<file path="config.mk">
export PLATFORM = sky130hd
export DESIGN_NAME = multicycle_controller
export DESIGN_NICKNAME = d
export VERILOG_FILES = /design/src/rtl/multicycle_controller.sv
export SDC_FILE = /design/constraint.sdc
export NUM_CORES = 1
export LEC_CHECK = 0
export ABC_AREA = 1
export BUFFER_PORTS_ARGS = -buffer_cell sky130_fd_sc_hd__buf_4
export CORE_MARGIN = 3
export CORE_UTILIZATION = 45
export CTS_CLUSTER_DIAMETER = 200
export DETAILED_ROUTE_END_ITERATION = 6
export PLACE_DENSITY = 0.73
export SYNTH_ARGS = -nofsm -noshare
export SYNTH_HDL_FRONTEND = slang
export SYNTH_SLANG_ARGS = --single-unit
</file>
<file path="constraint.sdc">
create_clock -name clk -period 1.3 [get_ports clk]
set_input_delay 0.325 -clock clk [delete_from_list [all_inputs] [get_ports clk]]
set_output_delay 0.325 -clock clk [all_outputs]
set_load 0.01 [all_outputs]
</file>
<file path="src/rtl/multicycle_controller.sv">
`default_nettype none
// ============================================================================
//  Module      : multicycle_controller
//  Description : Control FSM for a shared single-ALU, single-memory MIPS
//                datapath. Sequences each instruction over 3-5 states, drives
//                every mux select and write strobe, waits on memory ready,
//                counts retired instructions and halts on illegal encodings.
//  Revision    : 1.0 - initial release
// ============================================================================
module multicycle_controller #(
    parameter int CNT_W = 16
) (
    input  logic             clk,
    input  logic             rst_n,
    input  logic [5:0]       opcode,
    input  logic [5:0]       func,
    input  logic             alu_zout,
    input  logic             mem_ready,
    output logic             pc_write,
    output logic [1:0]       pc_src,
    output logic             ir_write,
    output logic             iord,
    output logic             mem_read,
    output logic             mem_write,
    output logic             reg_write,
    output logic             reg_dst,
    output logic             mem_to_reg,
    output logic             alu_src_a,
    output logic [1:0]       alu_src_b,
    output logic [2:0]       alu_op,
    output logic [3:0]       state,
    output logic             halted,
    output logic [CNT_W-1:0] retired
);

    typedef enum logic [3:0] {
        S_FETCH     = 4'd0,
        S_DECODE    = 4'd1,
        S_MEM_ADDR  = 4'd2,
        S_MEM_READ  = 4'd3,
        S_MEM_WB    = 4'd4,
        S_MEM_WRITE = 4'd5,
        S_R_EXEC    = 4'd6,
        S_R_WB      = 4'd7,
        S_BRANCH    = 4'd8,
        S_JUMP      = 4'd9,
        S_I_EXEC    = 4'd10,
        S_I_WB      = 4'd11,
        S_HALT      = 4'd12
    } state_t;

    localparam logic [5:0] c_OP_RTYPE = 6'b000000;
    localparam logic [5:0] c_OP_LW    = 6'b100011;
    localparam logic [5:0] c_OP_SW    = 6'b101011;
    localparam logic [5:0] c_OP_BEQ   = 6'b000100;
    localparam logic [5:0] c_OP_J     = 6'b000010;
    localparam logic [5:0] c_OP_ADDI  = 6'b001000;

    state_t           r_state;
    state_t           w_next;
    logic [CNT_W-1:0] r_retired;
    logic [2:0]       w_r_alu_op;
    logic             w_r_legal;
    logic             w_pc_write;
    logic             w_ir_write;
    logic             w_mem_read;
    logic             w_mem_write;
    logic             w_reg_write;
    logic             w_retire;

    // R-type function decode: ALU operation and legality of func
    always_comb begin
        w_r_alu_op = 3'b010;
        w_r_legal  = 1'b1;
        case (func)
            6'b100000: w_r_alu_op = 3'b010;
            6'b100010: w_r_alu_op = 3'b110;
            6'b100100: w_r_alu_op = 3'b000;
            6'b100101: w_r_alu_op = 3'b001;
            6'b101010: w_r_alu_op = 3'b111;
            default:   w_r_legal  = 1'b0;
        endcase
    end

    // State register; reset abandons any instruction in flight
    always_ff @(posedge clk or negedge rst_n) begin
        if (!rst_n) begin
            r_state <= S_FETCH;
        end else begin
            r_state <= w_next;
        end
    end

    // Next-state logic and Moore output decode (FETCH/BRANCH strobes are Mealy)
    always_comb begin
        w_next      = r_state;
        w_pc_write  = 1'b0;
        w_ir_write  = 1'b0;
        w_mem_read  = 1'b0;
        w_mem_write = 1'b0;
        w_reg_write = 1'b0;
        w_retire    = 1'b0;
        pc_src      = 2'b00;
        iord        = 1'b0;
        reg_dst     = 1'b0;
        mem_to_reg  = 1'b0;
        alu_src_a   = 1'b0;
        alu_src_b   = 2'b00;
        alu_op      = 3'b000;
        case (r_state)
            S_FETCH: begin
                w_mem_read = 1'b1;
                alu_src_b  = 2'b01;
                alu_op     = 3'b010;
                w_ir_write = mem_ready;
                w_pc_write = mem_ready;
                if (mem_ready) w_next = S_DECODE;
            end
            S_DECODE: begin
                // Branch target is precomputed here into the ALU-out register
                alu_src_b = 2'b11;
                alu_op    = 3'b010;
                case (opcode)
                    c_OP_RTYPE:       w_next = w_r_legal ? S_R_EXEC : S_HALT;
                    c_OP_LW, c_OP_SW: w_next = S_MEM_ADDR;
                    c_OP_BEQ:         w_next = S_BRANCH;
                    c_OP_J:           w_next = S_JUMP;
                    c_OP_ADDI:        w_next = S_I_EXEC;
                    default:          w_next = S_HALT;
                endcase
            end
            S_MEM_ADDR: begin
                alu_src_a = 1'b1;
                alu_src_b = 2'b10;
                alu_op    = 3'b010;
                w_next    = (opcode == c_OP_LW) ? S_MEM_READ : S_MEM_WRITE;
            end
            S_MEM_READ: begin
                iord       = 1'b1;
                w_mem_read = 1'b1;
                if (mem_ready) w_next = S_MEM_WB;
            end
            S_MEM_WB: begin
                w_reg_write = 1'b1;
                mem_to_reg  = 1'b1;
                w_retire    = 1'b1;
                w_next      = S_FETCH;
            end
            S_MEM_WRITE: begin
                iord        = 1'b1;
                w_mem_write = 1'b1;
                if (mem_ready) begin
                    w_retire = 1'b1;
                    w_next   = S_FETCH;
                end
            end
            S_R_EXEC: begin
                alu_src_a = 1'b1;
                alu_op    = w_r_alu_op;
                w_next    = S_R_WB;
            end
            S_R_WB: begin
                w_reg_write = 1'b1;
                reg_dst     = 1'b1;
                alu_op      = w_r_alu_op;
                w_retire    = 1'b1;
                w_next      = S_FETCH;
            end
            S_BRANCH: begin
                alu_src_a  = 1'b1;
                alu_op     = 3'b110;
                pc_src     = 2'b01;
                w_pc_write = alu_zout;
                w_retire   = 1'b1;
                w_next     = S_FETCH;
            end
            S_JUMP: begin
                pc_src     = 2'b10;
                w_pc_write = 1'b1;
                w_retire   = 1'b1;
                w_next     = S_FETCH;
            end
            S_I_EXEC: begin
                alu_src_a = 1'b1;
                alu_src_b = 2'b10;
                alu_op    = 3'b010;
                w_next    = S_I_WB;
            end
            S_I_WB: begin
                w_reg_write = 1'b1;
                alu_op      = 3'b010;
                w_retire    = 1'b1;
                w_next      = S_FETCH;
            end
            S_HALT: begin
                w_next = S_HALT;
            end
            default: begin
                w_next = S_HALT;
            end
        endcase
    end

    // Retired-instruction counter, bumped on the edge leaving a retiring state
    always_ff @(posedge clk or negedge rst_n) begin
        if (!rst_n) begin
            r_retired <= '0;
        end else if (w_retire) begin
            r_retired <= r_retired + 1'b1;
        end
    end

    // Strobes are gated by reset so FETCH's Mealy strobes stay low in reset
    assign pc_write  = w_pc_write  & rst_n;
    assign ir_write  = w_ir_write  & rst_n;
    assign mem_read  = w_mem_read  & rst_n;
    assign mem_write = w_mem_write & rst_n;
    assign reg_write = w_reg_write & rst_n;
    assign state     = r_state;
    assign halted    = (r_state == S_HALT);
    assign retired   = r_retired;

endmodule
`default_nettype wire

</file>
==> results of run 1 <==
## critical path, cell delays in order, from the launching register on
cell and delay, ns:
dfrtp_2 0.48, inv_2 0.09, nor2_4 0.18, nand2_1 0.14, buf_4 0.18, nor2_2 0.11
buf_4 0.14
## layout make-up
cell class	instances	area, µm²
Inverter	40	163
Multi-Input combinational cell	176	1070
Timing Repair Buffer	124	1090
Fill cell	122	238
Sequential cell	20	505
Clock buffer	4	36.3
Tap cell	44	55.1
## worst max-delay path by stage
stage	from	endpoint	cells past startpoint
after global placement	state[3]	alu_op[1]	6
after global routing	state[2]	alu_op[2]	7
final	state[2]	mem_write	6
after floorplan	state[2]	pc_write	5
after CTS	state[3]	pc_write	7
after detailed placement	state[2]	pc_write	6
## cell usage in the layout (no fill, tap or decap), types with 2 or more instances in the layout
| cell | n |
|---|---|
| clkbuf_4 | 3 |
| dfrtp_2 | 4 |
| dfrtp_1 | 16 |
| inv_2 | 5 |
| nand2_1 | 50 |
| a21oi_1 | 3 |
| nor2_1 | 25 |
| nand2_2 | 5 |
| inv_1 | 31 |
| a21oi_2 | 3 |
| nand4_1 | 3 |
| buf_4 | 84 |
| xor2_1 | 12 |
| nor3_1 | 5 |
| nor2_4 | 12 |
| nand3_4 | 3 |
| o21ai_0 | 2 |
| buf_6 | 38 |
| nand2_4 | 3 |
| nand3_2 | 2 |
| o21ai_1 | 5 |
| inv_4 | 3 |
| nand3_1 | 18 |
| o21ai_2 | 7 |
| nor2_2 | 10 |
## power by group through the flow
stage	Clock [mW]	Sequential, mW	Combinational (mW)
CTS	0.380	1.06	3.52
floorplan	0	1.13	1.29
finish	0.393	1.12	4.46
detailed placement	0	1.03	2.85
global route	0.444	1.13	4.63
global placement	0	1.02	2.83
## cell usage after synthesis
master	number
inv_1	38
o22ai_1	1
o21ai_0	7
o21ai_2	2
nand2_1	58
nor2_1	37
buf_4	1
ha_1	1
a211oi_1	1
nor2_4	2
a21oi_1	6
inv_2	2
a31oi_1	1
xor2_1	12
xnor2_1	1
nor2_2	8
nand3b_1	1
o21ai_1	5
o221ai_1	1
dfrtp_1	20
nand3_1	23
buf_6	1
nand4_1	3
nor3_1	6
## what timing repair did
action	4_1_cts	5_1_grt
setup buffers	16	14
hold buffers	1	0
pin swaps	5	5
hold endpoints to repair	20	0
gates resized for setup	49	43
setup endpoints to repair	50	49
## sequential cells by signal, indices dropped and copies added, names as in the netlist
register	count
retired	16
state	4
## kinds of logic (layout without fill, tap and decap cells)
group | Yosys count | in the layout | synth area share
simple gates | 138 | 138 | 0.392
compound gates | 24 | 24 | 0.0890
fa+ha+maj | 1 | 1 | 0.00816
xor+xnor | 13 | 13 | 0.0743
flops | 20 | 20 | 0.327
buf+inv | 42 | 168 | 0.110
## metrics by stage
step,hold WS [ns],worst slack [ns],util
after CTS,0.350,-0.489,0.853
final,0.411,-0.677,0.925
after global routing,0.372,-0.749,0.925
after global placement,0.309,-0.152,0.751
after detailed placement,0.309,-0.176,0.751
after floorplan,0.0294,-0.135,-
## layer usage
layer,vias up,GRT usage,wire length (µm)
met3,71,0.0527,880
met5,-,0,0
li1,1007,-,-
met1,1144,0.336,2890
met4,0,0.132,605
met2,219,0.522,3900
==> results.cfg, run 1 <==
[pwr]
clock_power_share = 0.066
power_frac_comb = 0.746
power.switching_mw = 2.77
p_int_mw = 3.21
p_leak_nw = 1.53
sw_frac_of_total = 0.463
p_seq_frac = 0.188
power_density_mw_per_mm2 = 2050
vdd_drop_max_mv = 1.52
fin_total_pwr_mw = 5.97

[worst_setup_path]
cp.arrival_ns = 1.65
cp_max_fo = 5
reg2reg_depth = 9
r2r_end = retired[7]
r2r_start = state[3]
worst-r2r-setup-slack_ns = -0.43
required_ns = 0.98
end_kind = output port
cp-start-kind = flop
path_class = reg -> out

[timing]
fin_tns_setup_ns = -17.14
finalWorstPathRequiredPeriod_ns = 1.98
hold_viol = 0
post-route-period-util = 1.52
fin_skew_ns = 0.00756
fmax_ghz = 0.506
setup_violations = 49
drv_slew = 0
slew_headroom = 0.718
finalWorstSetupSlack_ns = -0.677
rsz0062_at_grt = true
tightest_slew_ns = 0.420

[cells_and_area]
finalInstanceArea_mm2 = 0.00292
antenna_cells = 0
syn2layout_area_growth_pct = 90.2
drive_gt1_frac = 0.511
layout.cells.non_filler = 408
final_nets = 382

[clock_tree]
htreeDepth = 1
cts_tree = yes
clock-sinks = 20
clk_pin_slew_ns = 0.11
cts-root-buf = clkbuf_4
numCtsBuffers = 3
clockBufferDepth = 2
insertion_delay_ns = 0.33

[worst_hold_path]
hp-class = in -> reg
whs_endpoint = state[2]
holdPathStages = 4
hp-start = mem_ready

[routing]
drtAntennaViolNets = 0
drc = 0
via_per_inst = 5.98
drt_wl_total_mm = 8.27
vias = 2441
first_iter_violations = 266
wl_per_cell_um = 20.3
first_pass_iters = 5

[place]
place_area_mm2 = 0.00237
io_buffers = 52
dp.cells = 378
place_congestion = 0.824
dp_hpwl_mm = 3.53

[logic_synthesis]
yosysWarnings = 0
syn_avg_cell_area_um2 = 6.44
synth_seq_cells = 20
ys_top_cells_by_area = dfrtp_1 (33%), nand2_1 (14%), inv_1 (9.3%)
netlist_instances = 238
synth_top_area_frac = 0.327
ys_types = 24
synth_largest_area_cell = dfrtp_1
synth_nets = 255
synth.cell_area_mm2 = 0.00153
ys_seq_area_frac = 0.327

[die]
die_area_mm2 = 0.00414
rows = 20
start_util = 0.486
fp.dieH_um = 64.4
coreArea_mm2 = 0.00315
io_pins = 53
fp.dieW_um = 64.4

[global_routing]
grt_max_degree = 21
grt_pass1_wl_mm = 9.40
overflow = 0
track_usage = 0.292
antenna_found_initial = 0
grt_pass1_vias = 2111

[run_status]
violations = setup timing
outcome = finished, violations left

[run]
max_cap_violations = 0
(Power assumes the default switching activity.)
==> run 2: changes to the inputs <==
--- a/config.mk
+++ b/config.mk
@@ -12,6 +12,7 @@
 export CTS_CLUSTER_DIAMETER = 200
 export DETAILED_ROUTE_END_ITERATION = 6
 export PLACE_DENSITY = 0.73
+export SKIP_LAST_GASP = 1
 export SYNTH_ARGS = -nofsm -noshare
 export SYNTH_HDL_FRONTEND = slang
 export SYNTH_SLANG_ARGS = --single-unit
==> run 2 against run 1 <==
Compared with the run above: the flow still finishes with violations (setup timing); maximum frequency rose by 2.2%; cell count fell by 0.49%; sequential share of layout area rose by 0.44 points; power fell by 4.2%; sequential cell count did not move; non-clock buffer count fell by 2; register-to-register slack improved by 0.07 ns; die area did not move; global-route usage fell by 1.8 points; critical path type unchanged; critical endpoint is now alu_op[1].
==> results.cfg, run 2 (synthesis gave the netlist of run 1 again) <==
[run_status]
outcome = finished, violations left
violations = setup timing

[timing]
finalWorstPathRequiredPeriod_ns = 1.94
hold_viol = 0
setup_violations = 49
drv_slew = 0
slew_headroom = 0.746
post-route-period-util = 1.49
fin_skew_ns = 0.00933
finalWorstSetupSlack_ns = -0.635
rsz0062_at_grt = true
fin_tns_setup_ns = -16.23
fmax_ghz = 0.517
tightest_slew_ns = 0.377

[global_routing]
grt_max_degree = 21
grt_pass1_vias = 1992
overflow = 0
antenna_found_initial = 0
track_usage = 0.274
grt_pass1_wl_mm = 8.85

[worst_setup_path]
reg2reg_depth = 11
required_ns = 0.98
cp_max_fo = 5
cp-start-kind = flop
path_class = reg -> out
cp.arrival_ns = 1.61
r2r_start = state[2]
end_kind = output port
r2r_end = retired[12]
worst-r2r-setup-slack_ns = -0.36

[die]
fp.dieW_um = 64.4
coreArea_mm2 = 0.00315
rows = 20
die_area_mm2 = 0.00414
io_pins = 53
fp.dieH_um = 64.4
start_util = 0.486

[place]
pre_cts_slack_ns = -0.176
place_area_mm2 = 0.00237
dp_hpwl_mm = 3.53
dp.cells = 378
place_congestion = 0.824
io_buffers = 52

[clock_tree]
htreeDepth = 1
cts-root-buf = clkbuf_4
insertion_delay_ns = 0.34
clock-sinks = 20
numCtsBuffers = 3
clk_pin_slew_ns = 0.11
clockBufferDepth = 2
cts_tree = yes

[routing]
drtAntennaViolNets = 0
first_iter_violations = 309
vias = 2331
via_per_inst = 5.74
wl_per_cell_um = 19.1
drt_wl_total_mm = 7.76
first_pass_iters = 7
drc = 0

[cells_and_area]
final_nets = 380
largest_reg_flops = 16
most-common-layout-cells = buf_4 (84), nand2_1 (54), buf_6 (36)
layout.cells.non_filler = 406
syn2layout_area_growth_pct = 86.0
layout_commonest_cell = buf_4
drive_gt1_frac = 0.486
finalInstanceArea_mm2 = 0.00285
antenna_cells = 0

[worst_hold_path]
whs_endpoint = state[2]
hp-class = in -> reg
holdPathStages = 4
hp-start = mem_ready

[run]
max_cap_violations = 0

[pwr]
fin_total_pwr_mw = 5.72
p_leak_nw = 1.50
vdd_drop_max_mv = 1.44
power_density_mw_per_mm2 = 2010
==> run 2: repair_timing <==
| action | CTS | global route |
|---|---|---|
| buffers inserted | 16 | 13 |
| setup endpoints to repair | 50 | 50 |
| gates resized for setup | 43 | 34 |
| pin swaps | 5 | 4 |
| hold buffers | 1 | 0 |
| endpoints found under the hold margin | 20 | 0 |
==> run 2: worst max-delay path, stage by stage, from the launching register on <==
cell and delay [ns]:
dfrtp_2 0.50, inv_2 0.09, nor2_4 0.12, inv_2 0.09, nor2_4 0.13, nand2_1 0.08
o221ai_1 0.10, buf_4 0.17
==> run 2: area by class of cell <==
class	count	area, µm²
clock buffer	4	36.3
fill	150	303
inverter	40	158
multi-input combinational	176	1030
sequential	20	507
tap	44	55.1
timing repair buffer	122	1070
==> run 2: metrics by stage <==
stage	utilization	hold WS (ns)
floorplan	-	0.0294
global placement	0.751	0.309
detailed placement	0.751	0.309
CTS	0.848	0.350
global route	0.904	0.469
finish	0.904	0.439
==> run 2: worst max-delay path by stage <==
| stage | cells after the start | from | to |
|---|---|---|---|
| after CTS | 7 | state[3] | pc_write |
| after detailed placement | 6 | state[2] | pc_write |
| after floorplan | 5 | state[2] | pc_write |
| final | 7 | state[2] | alu_op[1] |
| after global routing | 7 | state[2] | reg_write |
| after global placement | 6 | state[3] | alu_op[1] |
==> run 2: layer usage <==
metal	vias to the layer above	wire (µm)	GRT usage
met2	188	3830	0.488
met1	1087	2750	0.325
met3	55	755	0.0492
met5	-	0	0
met4	0	423	0.100
li1	1001	-	-
==> run 2: report_power, final <==
part / switching (mW) / total, mW / internal (mW) / leakage, nW
sequential: 0.316 / 1.13 / 0.815 / 0.238
clock: 0.228 / 0.400 / 0.172 / 0.0210
combinational: 2.10 / 4.19 / 2.09 / 1.24
